### config.mk
export PLATFORM = sky130hd
export DESIGN_NAME = vs_signal_mem_responder_flat
export DESIGN_NICKNAME = d
export VERILOG_FILES = /design/src/rtl/vs_signal_mem_responder_if.sv /design/src/rtl/vs_signal_mem_responder.sv /design/src/flat_wrapper.sv
export SDC_FILE = /design/constraint.sdc
export NUM_CORES = 1
export LEC_CHECK = 0
export CAP_MARGIN = 20
export CORE_UTILIZATION = 25
export CTS_CLUSTER_SIZE = 28
export DETAILED_ROUTE_END_ITERATION = 8
export PLACE_DENSITY_LB_ADDON = 0.2
export SLEW_MARGIN = 20
export SYNTH_ARGS = -nofsm -noshare
export SYNTH_HDL_FRONTEND = slang
export SYNTH_SLANG_ARGS = --single-unit
### constraint.sdc
create_clock -name clk -period 4.8 [get_ports clk]
set_clock_uncertainty 0.15 [all_clocks]
set_input_delay 0.96 -clock clk [delete_from_list [all_inputs] [get_ports clk]]
set_output_delay 0.96 -clock clk [all_outputs]
set_load 0.005 [all_outputs]
### src/rtl/vs_signal_mem_responder_if.sv
// Bundled host-load stream and pursuit y-bus signals for vs_signal_mem_responder.
// master = host/pursuit side driving requests, slave = the responder.
interface vs_signal_mem_responder_if #(
  parameter int AW = 10,
  parameter int DW = 8
);
  logic          load_start;
  logic          s_valid;
  logic [DW-1:0] s_data;
  logic          s_ready;
  logic          load_done;
  logic          mem_valid;
  logic          y_write_enable;
  logic [AW-1:0] y_write_addr;
  logic [DW-1:0] y_write_data;
  logic [AW-1:0] y_read_addr;
  logic [DW-1:0] y_read_data;
  logic          y_read_valid;
  logic          addr_err;

  modport master (
    output load_start, s_valid, s_data, y_write_enable, y_write_addr, y_write_data, y_read_addr,
    input  s_ready, load_done, mem_valid, y_read_data, y_read_valid, addr_err
  );

  modport slave (
    input  load_start, s_valid, s_data, y_write_enable, y_write_addr, y_write_data, y_read_addr,
    output s_ready, load_done, mem_valid, y_read_data, y_read_valid, addr_err
  );
endinterface

### src/rtl/vs_signal_mem_responder.sv
// Measurement vector y storage: host stream load, then 1-cycle-latency y-bus reads/writes.
// Optional macro VS_Y_RESP_BYPASS_EN forwards same-cycle write data to a colliding read.
module vs_signal_mem_responder #(
  parameter int DEPTH = 64,
  parameter int AW    = 10,
  parameter int DW    = 8
) (
  input  logic                       clk,
  input  logic                       rst,
  vs_signal_mem_responder_if.slave   bus
);

  localparam int            IW       = (DEPTH > 1) ? $clog2(DEPTH) : 1;
  localparam logic [AW:0]   DEPTH_X  = (AW + 1)'(DEPTH);
  localparam logic [IW-1:0] LAST_IDX = IW'(DEPTH - 1);

  typedef enum logic [1:0] {IDLE, LOAD, READY} state_t;

  state_t        state, state_nxt;
  logic [IW-1:0] cnt, cnt_nxt;
  logic          s_ready_q, s_ready_nxt;
  logic          load_done_q, load_done_nxt;
  logic          mem_valid_q, mem_valid_nxt;
  logic          addr_err_q, addr_err_nxt;

  logic          mem_we;
  logic [IW-1:0] mem_waddr;
  logic [DW-1:0] mem_wdata;
  logic [DW-1:0] mem [DEPTH];

  logic [IW-1:0] rd_idx;
  logic [DW-1:0] rd_word;
  logic          rd_ok, wr_ok;
  logic [DW-1:0] rd_data_p1;
  logic          rd_vld_p1;

  function automatic logic in_range(input logic [AW-1:0] a);
    return {1'b0, a} < DEPTH_X;
  endfunction

  assign rd_ok  = in_range(bus.y_read_addr);
  assign wr_ok  = in_range(bus.y_write_addr);
  assign rd_idx = bus.y_read_addr[IW-1:0];

  always_ff @(posedge clk or posedge rst) begin
    if (rst) begin
      state       <= IDLE;
      cnt         <= '0;
      s_ready_q   <= 1'b0;
      load_done_q <= 1'b0;
      mem_valid_q <= 1'b0;
      addr_err_q  <= 1'b0;
    end else begin
      state       <= state_nxt;
      cnt         <= cnt_nxt;
      s_ready_q   <= s_ready_nxt;
      load_done_q <= load_done_nxt;
      mem_valid_q <= mem_valid_nxt;
      addr_err_q  <= addr_err_nxt;
    end
  end

  // load_start overrides every state and drops any concurrent bus write.
  always_comb begin
    state_nxt     = state;
    cnt_nxt       = cnt;
    s_ready_nxt   = s_ready_q;
    load_done_nxt = 1'b0;
    mem_valid_nxt = mem_valid_q;
    addr_err_nxt  = addr_err_q;
    mem_we        = 1'b0;
    mem_waddr     = '0;
    mem_wdata     = '0;
    if (bus.load_start) begin
      state_nxt     = LOAD;
      cnt_nxt       = '0;
      s_ready_nxt   = 1'b1;
      mem_valid_nxt = 1'b0;
      addr_err_nxt  = 1'b0;
    end else begin
      case (state)
        IDLE: ;
        LOAD: begin
          if (bus.s_valid && s_ready_q) begin
            mem_we    = 1'b1;
            mem_waddr = cnt;
            mem_wdata = bus.s_data;
            if (cnt == LAST_IDX) begin
              state_nxt     = READY;
              s_ready_nxt   = 1'b0;
              mem_valid_nxt = 1'b1;
              load_done_nxt = 1'b1;
            end else begin
              cnt_nxt = cnt + 1'b1;
            end
          end
        end
        READY: begin
          if (bus.y_write_enable) begin
            if (wr_ok) begin
              mem_we    = 1'b1;
              mem_waddr = bus.y_write_addr[IW-1:0];
              mem_wdata = bus.y_write_data;
            end else begin
              addr_err_nxt = 1'b1;
            end
          end
          if (!rd_ok) addr_err_nxt = 1'b1;
        end
        default: state_nxt = IDLE;
      endcase
    end
  end

  always_ff @(posedge clk) begin
    if (mem_we) mem[mem_waddr] <= mem_wdata;
  end

`ifdef VS_Y_RESP_BYPASS_EN
  assign rd_word = (mem_we && (mem_waddr == rd_idx)) ? mem_wdata : mem[rd_idx];
`else
  assign rd_word = mem[rd_idx];
`endif

  // Stage p1: registered read response; data holds outside READY.
  always_ff @(posedge clk or posedge rst) begin
    if (rst) begin
      rd_data_p1 <= '0;
      rd_vld_p1  <= 1'b0;
    end else if (state == READY && !bus.load_start) begin
      rd_data_p1 <= rd_ok ? rd_word : '0;
      rd_vld_p1  <= 1'b1;
    end else begin
      rd_vld_p1  <= 1'b0;
    end
  end

  assign bus.s_ready      = s_ready_q;
  assign bus.load_done    = load_done_q;
  assign bus.mem_valid    = mem_valid_q;
  assign bus.addr_err     = addr_err_q;
  assign bus.y_read_data  = rd_data_p1;
  assign bus.y_read_valid = rd_vld_p1;

endmodule

### src/flat_wrapper.sv
// flat-port wrapper written by rule: the top's interface ports become plain ports
module vs_signal_mem_responder_flat 
#(
  parameter int DEPTH = 64,
  parameter int AW    = 10,
  parameter int DW    = 8
)
  (clk, rst, bus_load_start, bus_s_valid, bus_s_data, bus_y_write_enable, bus_y_write_addr, bus_y_write_data, bus_y_read_addr, bus_s_ready, bus_load_done, bus_mem_valid, bus_y_read_data, bus_y_read_valid, bus_addr_err);
  vs_signal_mem_responder_if #(.AW(AW), .DW(DW)) bus_i ();
  input  logic clk;
  input  logic rst;
  input wire logic [$bits(bus_i.load_start)-1:0] bus_load_start;
  input wire logic [$bits(bus_i.s_valid)-1:0] bus_s_valid;
  input wire logic [$bits(bus_i.s_data)-1:0] bus_s_data;
  input wire logic [$bits(bus_i.y_write_enable)-1:0] bus_y_write_enable;
  input wire logic [$bits(bus_i.y_write_addr)-1:0] bus_y_write_addr;
  input wire logic [$bits(bus_i.y_write_data)-1:0] bus_y_write_data;
  input wire logic [$bits(bus_i.y_read_addr)-1:0] bus_y_read_addr;
  output wire logic [$bits(bus_i.s_ready)-1:0] bus_s_ready;
  output wire logic [$bits(bus_i.load_done)-1:0] bus_load_done;
  output wire logic [$bits(bus_i.mem_valid)-1:0] bus_mem_valid;
  output wire logic [$bits(bus_i.y_read_data)-1:0] bus_y_read_data;
  output wire logic [$bits(bus_i.y_read_valid)-1:0] bus_y_read_valid;
  output wire logic [$bits(bus_i.addr_err)-1:0] bus_addr_err;
  assign bus_i.load_start = bus_load_start;
  assign bus_i.s_valid = bus_s_valid;
  assign bus_i.s_data = bus_s_data;
  assign bus_i.y_write_enable = bus_y_write_enable;
  assign bus_i.y_write_addr = bus_y_write_addr;
  assign bus_i.y_write_data = bus_y_write_data;
  assign bus_i.y_read_addr = bus_y_read_addr;
  assign bus_s_ready = bus_i.s_ready;
  assign bus_load_done = bus_i.load_done;
  assign bus_mem_valid = bus_i.mem_valid;
  assign bus_y_read_data = bus_i.y_read_data;
  assign bus_y_read_valid = bus_i.y_read_valid;
  assign bus_addr_err = bus_i.addr_err;
  vs_signal_mem_responder #(.DEPTH(DEPTH), .AW(AW), .DW(DW)) u_core (.clk(clk), .rst(rst), .bus(bus_i));
endmodule
# Word-level counts from Yosys, hierarchy flattened

Memory sizes are Yosys's and may differ from the RTL's.
Cells that the tools add are included.

Magnitude comparators: 2
Muxes and demuxes: 44
Reduce and logical (&&, ||, !) cells: 13
Eq/ne operators: 9
$add $sub $neg: 1

Operators with widths:

| operator                                                                       | number |
|---|---|
| 6-bit 2-to-1 mux                                                               | 8 |
| 8-bit 2-to-1 mux                                                               | 5 |
| 1-bit 2-to-1 mux                                                               | 24 |
| 10-bit by 7-bit less-than comparator with 1-bit output (second input constant) | 2 |
| 8-bit one-hot mux with 2 select lines                                          | 1 |
| 6-bit one-hot mux with 2 select lines                                          | 1 |
| 3-bit AND reduction                                                            | 4 |
| 2-bit nonzero test                                                             | 4 |
| 6-bit by 1-bit adder with 6-bit output (second input constant)                 | 1 |
| 6-bit == test (second input constant)                                          | 1 |
| 2-bit 2-to-1 mux                                                               | 3 |
| 3-bit by 2-bit inequality test with 1-bit output (second input constant)       | 2 |
| 3-bit inequality test (second input constant)                                  | 2 |
| 2-bit one-hot mux with 2 select lines                                          | 1 |
| 2-bit by 1-bit == test with 1-bit output (second input constant)               | 1 |
| 2-bit == test (second input constant)                                          | 1 |
| 1-bit logical AND                                                              | 2 |
| 2-bit zero test                                                                | 1 |
| 2-bit by 1-bit inequality test with 1-bit output (second input constant)       | 1 |
| 2-bit inequality test (second input constant)                                  | 1 |
| 1-bit one-hot mux with 2 select lines                                          | 1 |
| 2-bit OR reduction                                                             | 1 |
| 1-bit zero test                                                                | 1 |

Output and inout bits: 13
Logic and storage cells: 78
Memories: 1
Register bits after elaboration: 21
RAM bits: 512

Memory list:

| name       | depth | width | read ports | clocked after memory_dff | wr ports | line                          | text |
|---|---|---|---|---|---|---|---|
| u_core.mem | 64    | 8     | 1          | 0                        | 1        | vs_signal_mem_responder.sv:29 | `logic [DW-1:0] mem [DEPTH];` |

# Depth between registers and ports, before layout

Gate-level depths: netlist of run 1.

Depth after elaboration: 7
Depth in mapped cells: 9
Depth with buffers taken out: 8

# Least setup slack after synthesis of run 1

No wires, ideal clock.

Kind: input to register
Start point: input bus_y_write_addr[9]
End point: memory u_core.mem[0][0], data pin
Setup time: 0.499 ns
Path slack: 0.859 ns
Arrival: 3.292 ns
Data required time: 4.151 ns
Buffers on the path: 1
Stages: 5
Cells stage by stage: nor4_4 > and2_1 > buf_2 > a22oi_1 > nor2_1

Cells in the longest elaborated chain, start to end: 5

Ends and longest elaborated chain:

| item                                                   | line                           | text |
|---|---|---|
| from (decl)                                            | flat_wrapper.sv:16             | `input wire logic [$bits(bus_i.y_write_addr)-1:0] bus_y_write_addr;` |
| 10-bit by 7-bit less-than comparator with 1-bit output | vs_signal_mem_responder.sv:38  | `return {1'b0, a} < DEPTH_X;` |
| 8-bit 2-to-1 mux                                       | vs_signal_mem_responder.sv:100 | `if (wr_ok) begin` |
| 8-bit 2-to-1 mux                                       | vs_signal_mem_responder.sv:99  | `if (bus.y_write_enable) begin` |
| 8-bit one-hot mux with 2 select lines                  | vs_signal_mem_responder.sv:81  | `case (state)` |
| 8-bit 2-to-1 mux                                       | vs_signal_mem_responder.sv:74  | `if (bus.load_start) begin` |
| named net u_core.mem_wdata[0]                          | vs_signal_mem_responder.sv:28  | `logic [DW-1:0] mem_wdata;` |
| to (decl)                                              | vs_signal_mem_responder.sv:29  |  |

The timed path passes the listed nets, and every way through them passes these cells.

# Worst setup path after layout of run 1

Start point: input bus_s_valid
End point: memory u_core.mem[51][2], enable pin

Cells in the longest elaborated chain, start to end: 6
Elaborated cells between the ends (all ways): 9

Ends and longest elaborated chain:

| item                                   | line                           | text |
|---|---|---|
| from (decl)                            | flat_wrapper.sv:13             | `input wire logic [$bits(bus_i.s_valid)-1:0] bus_s_valid;` |
| 1-bit logical AND *                    | vs_signal_mem_responder.sv:84  | `if (bus.s_valid && s_ready_q) begin` |
| 1-bit 2-to-1 mux                       | vs_signal_mem_responder.sv:84  |  |
| 1-bit one-hot mux with 2 select lines  | vs_signal_mem_responder.sv:81  |  |
| 1-bit 2-to-1 mux                       | vs_signal_mem_responder.sv:74  |  |
| 1-bit 2-to-1 mux                       | vs_signal_mem_responder.sv:116 | `if (mem_we) mem[mem_waddr] <= mem_wdata;` |
| 1-bit 2-to-1 mux (not written as such) | vs_signal_mem_responder.sv:116 |  |

Mark *: on every way between the ends. The rest lies on a longest branch, timed or not.

==> results summary, run 1 <==
The antenna cell count came out at 0. The first routing iteration left just over 900 violations. The effective utilization at floorplan came out at 0.254. The maximum fanout count along the critical path came out at 16. The via count of the first global-routing pass is approximately 11000. The primary flip-flop cell chosen by synthesis mapping is sky130_fd_sc_hd__edfxtp_1. The TritonCTS sink count is about 530. The layout has 7939 filler cells. The chip width is approximately 290 µm. Wire segments on met2 add up to ~26 mm in the final route. The post-CTS setup buffer count came out at 0.

The final sum of negative setup slack came out at 0 ps. The part of the Yosys area used for sequential elements is 0.757. The highest metal layer carrying signal wires in the routed design is met4. The number of nets at the end of the flow came out at approximately 1200. The minimum clock period came out at between 3000 and 4000 ps. IR analysis of the VDD net gives a maximum drop of approximately 0.26 mV. The met3 wirelength from detailed routing came out at between 2 and 2.5 mm. The cell depth of the worst flop-to-flop path came out at 6. The number of standard cells after synthesis is a little over 1000. The clock transition at the register clock pins on the worst setup and hold paths after CTS came out at roughly 60 ps.

The wire length reported by the detailed router came out at about 55 mm. The mean cell area of the mapped netlist came out at ~21 µm². The flop and latch count out of synthesis came out at 533. The category of the worst setup path launch point is an input port. Headroom to the max-slew limit came out at 0.384. Setup repair after global routing left no endpoint under its margin.

For this run, asynchronously set or reset flops after synthesis account for 0.0394. The area growth from synthesis to layout is 20.6%. In this run, CTS created clock tree buffers numbering 57. The count of hold-fix buffers inserted at cts came out at 0.

The weighted congestion at the end of routability-driven global placement came out at 0.779. The number of levels in the clock H-tree came out at 2. The number of buffers between clock root and the deepest sink came out at 3. The placement row count is ~110. The number of synthesized flops with an enable pin came out at between 500 and 600.

The run finished with clean final reports. Detailed placement ended at an HPWL of about 35 mm. The routed metal-1 wire length came out at approximately 26 mm. The distinct cell type count after synthesis is 37. The clock insertion delay at the later pin of the skew report is ~610 ps.

The cell depth of the worst hold path came out at 2. The worst path arrival time came out at ~3700 ps. The number of max-slew violations in the final report came out at 0. The number of antenna violations at the first check in global routing is 0. The root buffer cell is sky130_fd_sc_hd__clkbuf_16.

The number of vias after detailed routing came out at between 10000 and 15000. In this run the vertical extent of the chip is slightly below 300 µm. The overall die area is between 0.08 and 0.09 mm². The post-detailed-route count of antenna-violating nets came out at 0. For this run, the top clock speed supported by timing is ~0.28 GHz. The total routing resource utilization after global routing came out at 0.130.

The combined area of all synthesized cells is ~0.021 mm². The wire length of the first global-routing pass came out at 80.0 mm. In the finished design, the share of the clock period the worst path needs comes to 0.756.

STA classifies the critical path endpoint as a flop. The number of optimization iterations in the first detailed-route pass came out at 5. The core region is 0.0826 mm².

TritonCTS built the clock tree. The library cells used most frequently in the layout, excluding fill and tap cells, are 512 x sky130_fd_sc_hd__edfxtp_1, 128 x sky130_fd_sc_hd__mux4_2, 86 x sky130_fd_sc_hd__buf_4, 83 x sky130_fd_sc_hd__nor2_1, 65 x sky130_fd_sc_hd__mux2i_1. The slew at the pin closest to its max-slew limit came out at 925 ps. The number of max-capacitance violations reported is 0.

The proportion of layout cells with a drive suffix above 1 came out at 0.258. The via density per instance came out at around 4.5. Entering global routing, the biggest net connects approximately 110 pins.

The number of gates given a new drive strength after cts is 0. The number of failing setup endpoints in the final timing report came out at 0. The path class of the tightest hold or removal check is flop to flop. The critical path required time is approximately 4900 ps. The static leakage power is roughly 0.0084 µW. Leaving out fill and tap cells, the most frequent cell in the layout is sky130_fd_sc_hd__edfxtp_1. When the netlist entered floorplanning its net count stood at ~1100. The I/O pin total came out at 54.

The wire length per cell came out at 24.0 µm. The power per standard cell area came out at 395 mW/mm². The category of the most critical setup path is input port to flop. In this run the tool buffered the top-level ports with 53 buffer cells. The detailed-route DRC error count came out at 0.

The number of failing hold endpoints at the final stage is 0. The residual overflow from global routing is 0. The number of warnings reported in the yosys synthesis log is 0.

Overall power consumption after layout is estimated at ~10000 µW.
-- layout make-up --
class	count	area, µm²	area share
repair buffers	147	1360	0.0535
inverters	7	26.3	0.00104
well taps	1070	1340	0.0529
flip-flops and latches	533	15900	0.628
clock buffers	81	1570	0.0620
clock inverters	23	287	0.0113
multi-input cells	424	4840	0.191
-- worst max-delay path: stages --
cell and delay (ps):
sky130_fd_sc_hd__clkdlybuf4s50_1 520, sky130_fd_sc_hd__and3_1 610, sky130_fd_sc_hd__a32oi_1 180, sky130_fd_sc_hd__nor2_1 200
sky130_fd_sc_hd__nand2_1 410, sky130_fd_sc_hd__nor2_1 810
-- kinds of logic after synthesis --
group	count (synthesis)	synth area share
and+or+nand+nor	165	0.0343
AOI/OAI and AO/OA	58	0.0213
xor gates and xnor gates	5	0.00209
DFF	533	0.757
adders and majority gates	3	0.00179
muxes	193	0.168
buffers and inverters	57	0.0148
-- report_power, final --
| group | total, µW | internal, µW | switching [µW] | leakage (µW) |
|---|---|---|---|---|
| registers | 5110 | 5100 | 6.55 | 0.00514 |
| logic | 500 | 199 | 301 | 0.00237 |
| clock network | 4400 | 2640 | 1760 | 0.000901 |
| total | 10000 | 7940 | 2070 | 0.00841 |
-- cells in the mapped netlist (all sizes together) (2+ instances only) --
library cell | n | share of area
ha | 3 | 0.0018
clkbuf | 18 | 0.0032
o21ai | 3 | 0.00089
xor2 | 4 | 0.0017
nand2 | 38 | 0.0068
a22oi | 32 | 0.011
mux2i | 65 | 0.031
a32oi | 12 | 0.0050
nor2b | 4 | 0.0012
dfrtp | 21 | 0.025
mux4 | 128 | 0.14
nor4 | 2 | 0.0013
edfxtp | 512 | 0.73
and2 | 5 | 0.0015
nand4 | 11 | 0.0033
nor2 | 91 | 0.016
buf | 32 | 0.010
a32o | 3 | 0.0014
or2 | 2 | 0.00060
inv | 7 | 0.0013
nand3 | 7 | 0.0017
a21oi | 3 | 0.00071
and3 | 3 | 0.00089
-- routing by layer --
| metal | vias to the layer above | track usage |
|---|---|---|
| met4 | 0 | 0.0379 |
| met3 | 67 | 0.0220 |
| met2 | 222 | 0.201 |
| li1 | 4506 | - |
| met5 | - | 0 |
| met1 | 5583 | 0.187 |
-- worst paths after layout --
check,start,slack [ps],end
setup reg to reg,u_core.state[0],1350,u_core.mem[51][2]
setup / recovery,bus_s_valid,1170,u_core.mem[51][2]
max in group asynchronous,rst,3580,u_core.bus.y_read_data[1]
hold / removal,u_core.bus.y_read_data[5],370,u_core.bus.y_read_data[5]
min in group asynchronous,rst,460,u_core.bus.load_done
hold reg to reg,u_core.bus.y_read_data[5],370,u_core.bus.y_read_data[5]
-- state kept, by name (all words and copies together), names as in the netlist --
signal	flops
u_core.state	2
u_core.mem	512
u_core.cnt	6
u_core.bus.y_read_data	8
u_core.bus.s_ready	1
u_core.bus.addr_err	1
u_core.bus.load_done	1
u_core.bus.mem_valid	1
u_core.bus.y_read_valid	1
-- through the flow --
step / cells / util / setup slack, ps / cell area [µm²] / hold WS (ps)
after CTS: 2284 / 0.306 / 1170 / 25300 / 373
after detailed placement: 2180 / 0.284 / 517 / 23400 / 359
after global placement: 2180 / 0.284 / 608 / 23400 / 352
final: 2285 / 0.306 / 1170 / 25300 / 370
after floorplan: 1014 / - / 859 / 21000 / 327
after global routing: 2285 / 0.306 / 1040 / 25300 / 405
Note: power is estimated with default switching activity, not from simulation.
==> run 2, diff against run 1 <==
==> constraint.sdc (replaced) <==
create_clock -name clk -period 3.5 [get_ports clk]
set_clock_uncertainty 0.15 [all_clocks]
set_input_delay 0.7 -clock clk [delete_from_list [all_inputs] [get_ports clk]]
set_output_delay 0.7 -clock clk [all_outputs]
set_load 0.005 [all_outputs]
==> results summary, run 2 (same netlist as run 1, synthesis figures left out) <==
The number of levels in the clock H-tree is 2 (unchanged). The placement row count came out at 105 (unchanged). The core region area came out at 0.0826 mm² (unchanged). The worst path arrival time came out at 3330 ps (-370 ps). The clock insertion delay at the later pin of the skew report was 610 ps (about the same). The cell depth of the worst hold path came to 1 (-1). The wire length reported by the detailed router was 56.5 mm (+2.9%). The number of optimization iterations in the first detailed-route pass came out at 5 (unchanged). Counting flops per register, the top entry is u_core.mem.

The reg2reg setup slack came to 250 ps (-1100 ps). The power per standard cell area came out at 540 mW/mm² (+37%). The share of the core filled with cells is 0.314 (+0.00737).

The post-detailed-route count of antenna-violating nets came out at 0 (unchanged). The via density per instance was 4.56 (+0.33%). The TritonCTS sink count came out at 533 (unchanged).

The count of hold-fix buffers inserted at cts came out at 0 (unchanged). The wire length of the first global-routing pass is 81.8 mm (+2.3%). The maximum number of pins on one net before global-route repair came out at 37 (-65%). The violation count after the first detailed-route iteration was 846 (-8.7%).

The library cell used most frequently in the layout, excluding fill and tap cells, is sky130_fd_sc_hd__edfxtp_1. The top cell types in the final layout, fill and taps aside, are 512 x sky130_fd_sc_hd__edfxtp_1, 128 x sky130_fd_sc_hd__mux4_2, 111 x sky130_fd_sc_hd__buf_4, 82 x sky130_fd_sc_hd__nor2_1, 65 x sky130_fd_sc_hd__mux2i_1. The multi-input logic area came to 0.00485 mm² (about the same). The worst supply voltage drop on vdd is 0.353 mV (+36%). The number of max-capacitance violations reported is 0 (unchanged).

The proportion of layout cells with a drive suffix above 1 came to 0.287 (+0.0291). The number of failing setup endpoints in the final timing report is 0 (unchanged). The slew at the pin closest to its max-slew limit came out at 876 ps (-48.6 ps). The maximum fanout count along the critical path came to 8 (-8).

The flow ran to the end, and the final reports show no timing, DRC or antenna violations. The fraction of power spent switching nets is 0.208 (+0.00157). The number of clock buffers inserted by TritonCTS is 56 (-1.8%). The combinational cell fraction of total power came out at 0.053 (+0.003). The wire length per cell came to 24.3 µm (+0.91%).

The met1 layer usage reported by global route came out at 0.189 (+0.00214). Based on the critical path, the design can be clocked at up to 0.308 GHz. The worst hold path begins at u_core.bus.mem_valid. The number of failing hold endpoints at the final stage came out at 0 (unchanged). The critical path required time came out at 3580 ps (-1290 ps). The number of gates given a new drive strength after cts came out at 0 (unchanged). Setup repair after global routing left no endpoint under its margin. The global routing stage identified its most utilized layer as met2. Relative to the synthesized area, the layout overhead comes to 23.5%. The number of antenna violations at the first check in global routing is 1 (+1).

The worst slew margin relative to its limit came out at 0.414 (+0.0303). The detailed-route DRC error count came to 0 (unchanged). The worst flop-to-flop path startpoint is u_core.state[0]. The total routing resource utilization after global routing is 0.134 (+0.00381). The switching component of the power came to 2920 µW (+41%). The layout filler cell count came out at 7865 (-0.93%).

The number of buffers between clock root and the deepest sink came to 3 (unchanged). The via count of the first global-routing pass came out at 11200 (+0.78%). The met3 layer usage reported by global route came out at 0.0314 (+0.00936).

The chip width came out at 292 µm (unchanged). The worst setup path is of the flop to flop kind. The worst setup slack after layout is 252 ps (-919 ps).

The share of the clock period used by the worst path after layout is 0.928. The clock share of power is 0.447 (+0.008). The residual overflow from global routing was 0 (unchanged). The I/O pin total is 54 (unchanged).

The worst setup path is captured at a flop. The overall power consumption came out at 14000 µW (+40%). The number of nets at the end of the flow is 1255 (+3.4%). The category of the worst setup path launch point is a flop.

The clock tree from TritonCTS is built. The effective utilization at floorplan came to 0.254 (unchanged). The post-placement setup slack is -242 ps (-759 ps). The worst min-delay path endpoint is u_core.bus.mem_valid. The cell depth of the worst flop-to-flop path came to 8 (+2). The sum of net half-perimeters after detailed placement is 38.0 mm (+9.7%).

The register share of total power is 0.500 (-0.011). The internal power is 11100 µW (+40%). The area used by sequential logic in the layout was 0.0159 mm² (unchanged). The routed design could run at a clock period as short as 3250 ps. The number of port buffers came out at 53 (unchanged). The post-CTS setup buffer count is 0 (unchanged). The met2 usage was 0.205 (+0.00377). The cell sitting at the root of the clock tree is a sky130_fd_sc_hd__clkbuf_16. The min-delay analysis places its worst path in the category flop to flop. The flip-flop count of the largest register, all copies and words added came out at 512 (unchanged). The weighted congestion at the end of routability-driven global placement is 0.852 (+9.3%). The number of vias after detailed routing came out at 10600 (+2.3%). In this run the critical register-to-register path is captured at u_core.mem[3][4]. The number of max-slew violations in the final report came out at 0 (unchanged).

The overall die area came out at 0.0851 mm² (unchanged). The static leakage power was 0.00870 µW (+3.5%). The die extent in y was 292 µm (unchanged). The clock transition at the register clock pins on the worst setup and hold paths after CTS came out at 60 ps (about the same).
## run 2: cell types whose count changed in the layout (fill, tap and decap cells not counted), sizes merged
cell,previous run,this run
buf,96,138
clkinvlp,0,1
bufinv,7,11
clkbuf,82,72
clkinv,14,21
diode,0,1
## run 2: worst max path at each step
stage                              startpoint  slack, ps                 to  cells past startpoint
after floorplan           bus_y_write_addr[9]       -180   u_core.mem[0][6]                      5
after global placement     bus_y_write_enable       -170  u_core.mem[32][0]                      7
after detailed placement   bus_y_write_enable       -240   u_core.mem[3][0]                      7
after CTS                     u_core.state[0]        230   u_core.mem[3][4]                      8
after global routing          u_core.state[0]          8   u_core.mem[3][5]                      8
final                         u_core.state[0]        250   u_core.mem[3][4]                      8
## run 2: metal layers
| layer | vias to the layer above | wire length [µm] |
|---|---|---|
| li1 | 4596 | - |
| met1 | 5648 | 26100 |
| met2 | 292 | 25700 |
| met3 | 81 | 3350 |
| met4 | 0 | 1390 |
| met5 | - | 0 |
## run 2: worst max-delay path, stage by stage (launching register included)
cell,delay (ps)
sky130_fd_sc_hd__dfrtp_1,400
sky130_fd_sc_hd__inv_1,80
sky130_fd_sc_hd__ha_1,280
sky130_fd_sc_hd__and2_0,350
sky130_fd_sc_hd__a32oi_1,430
sky130_fd_sc_hd__and2_1,240
sky130_fd_sc_hd__nand2_1,140
sky130_fd_sc_hd__buf_12,150
sky130_fd_sc_hd__nor2_1,650
## run 2: power by group through the flow
| stage | Combinational (µW) | Sequential, µW | Clock, µW |
|---|---|---|---|
| 5_1_grt | 791 | 7000 | 6660 |
| 4_1_cts | 758 | 7010 | 6420 |
| 2_1_floorplan | 401 | 7140 | 0 |
| 3_5_place_dp | 758 | 7140 | 0 |
| 6_report | 738 | 7010 | 6270 |
| 3_3_place_gp | 755 | 7140 | 0 |
## run 2: area by class of cell
type	count	area share
Sequential cell	533	0.613
Multi-Input combinational cell	424	0.187
Timing Repair Buffer	189	0.0728
Clock buffer	71	0.0570
Tap cell	1070	0.0516
Clock inverter	35	0.0173
Inverter	7	0.00101
Antenna cell	1	0.0000965
## run 2: per-stage QoR
stage	hold slack (ps)	instance area (µm²)	TNS (ps)	cells
CTS	349	25900	0	2329
global placement	327	24000	-11620	2223
global route	380	25900	0	2329
floorplan	327	21000	-23130	1014
finish	339	25900	0	2330
detailed placement	335	24000	-15290	2223
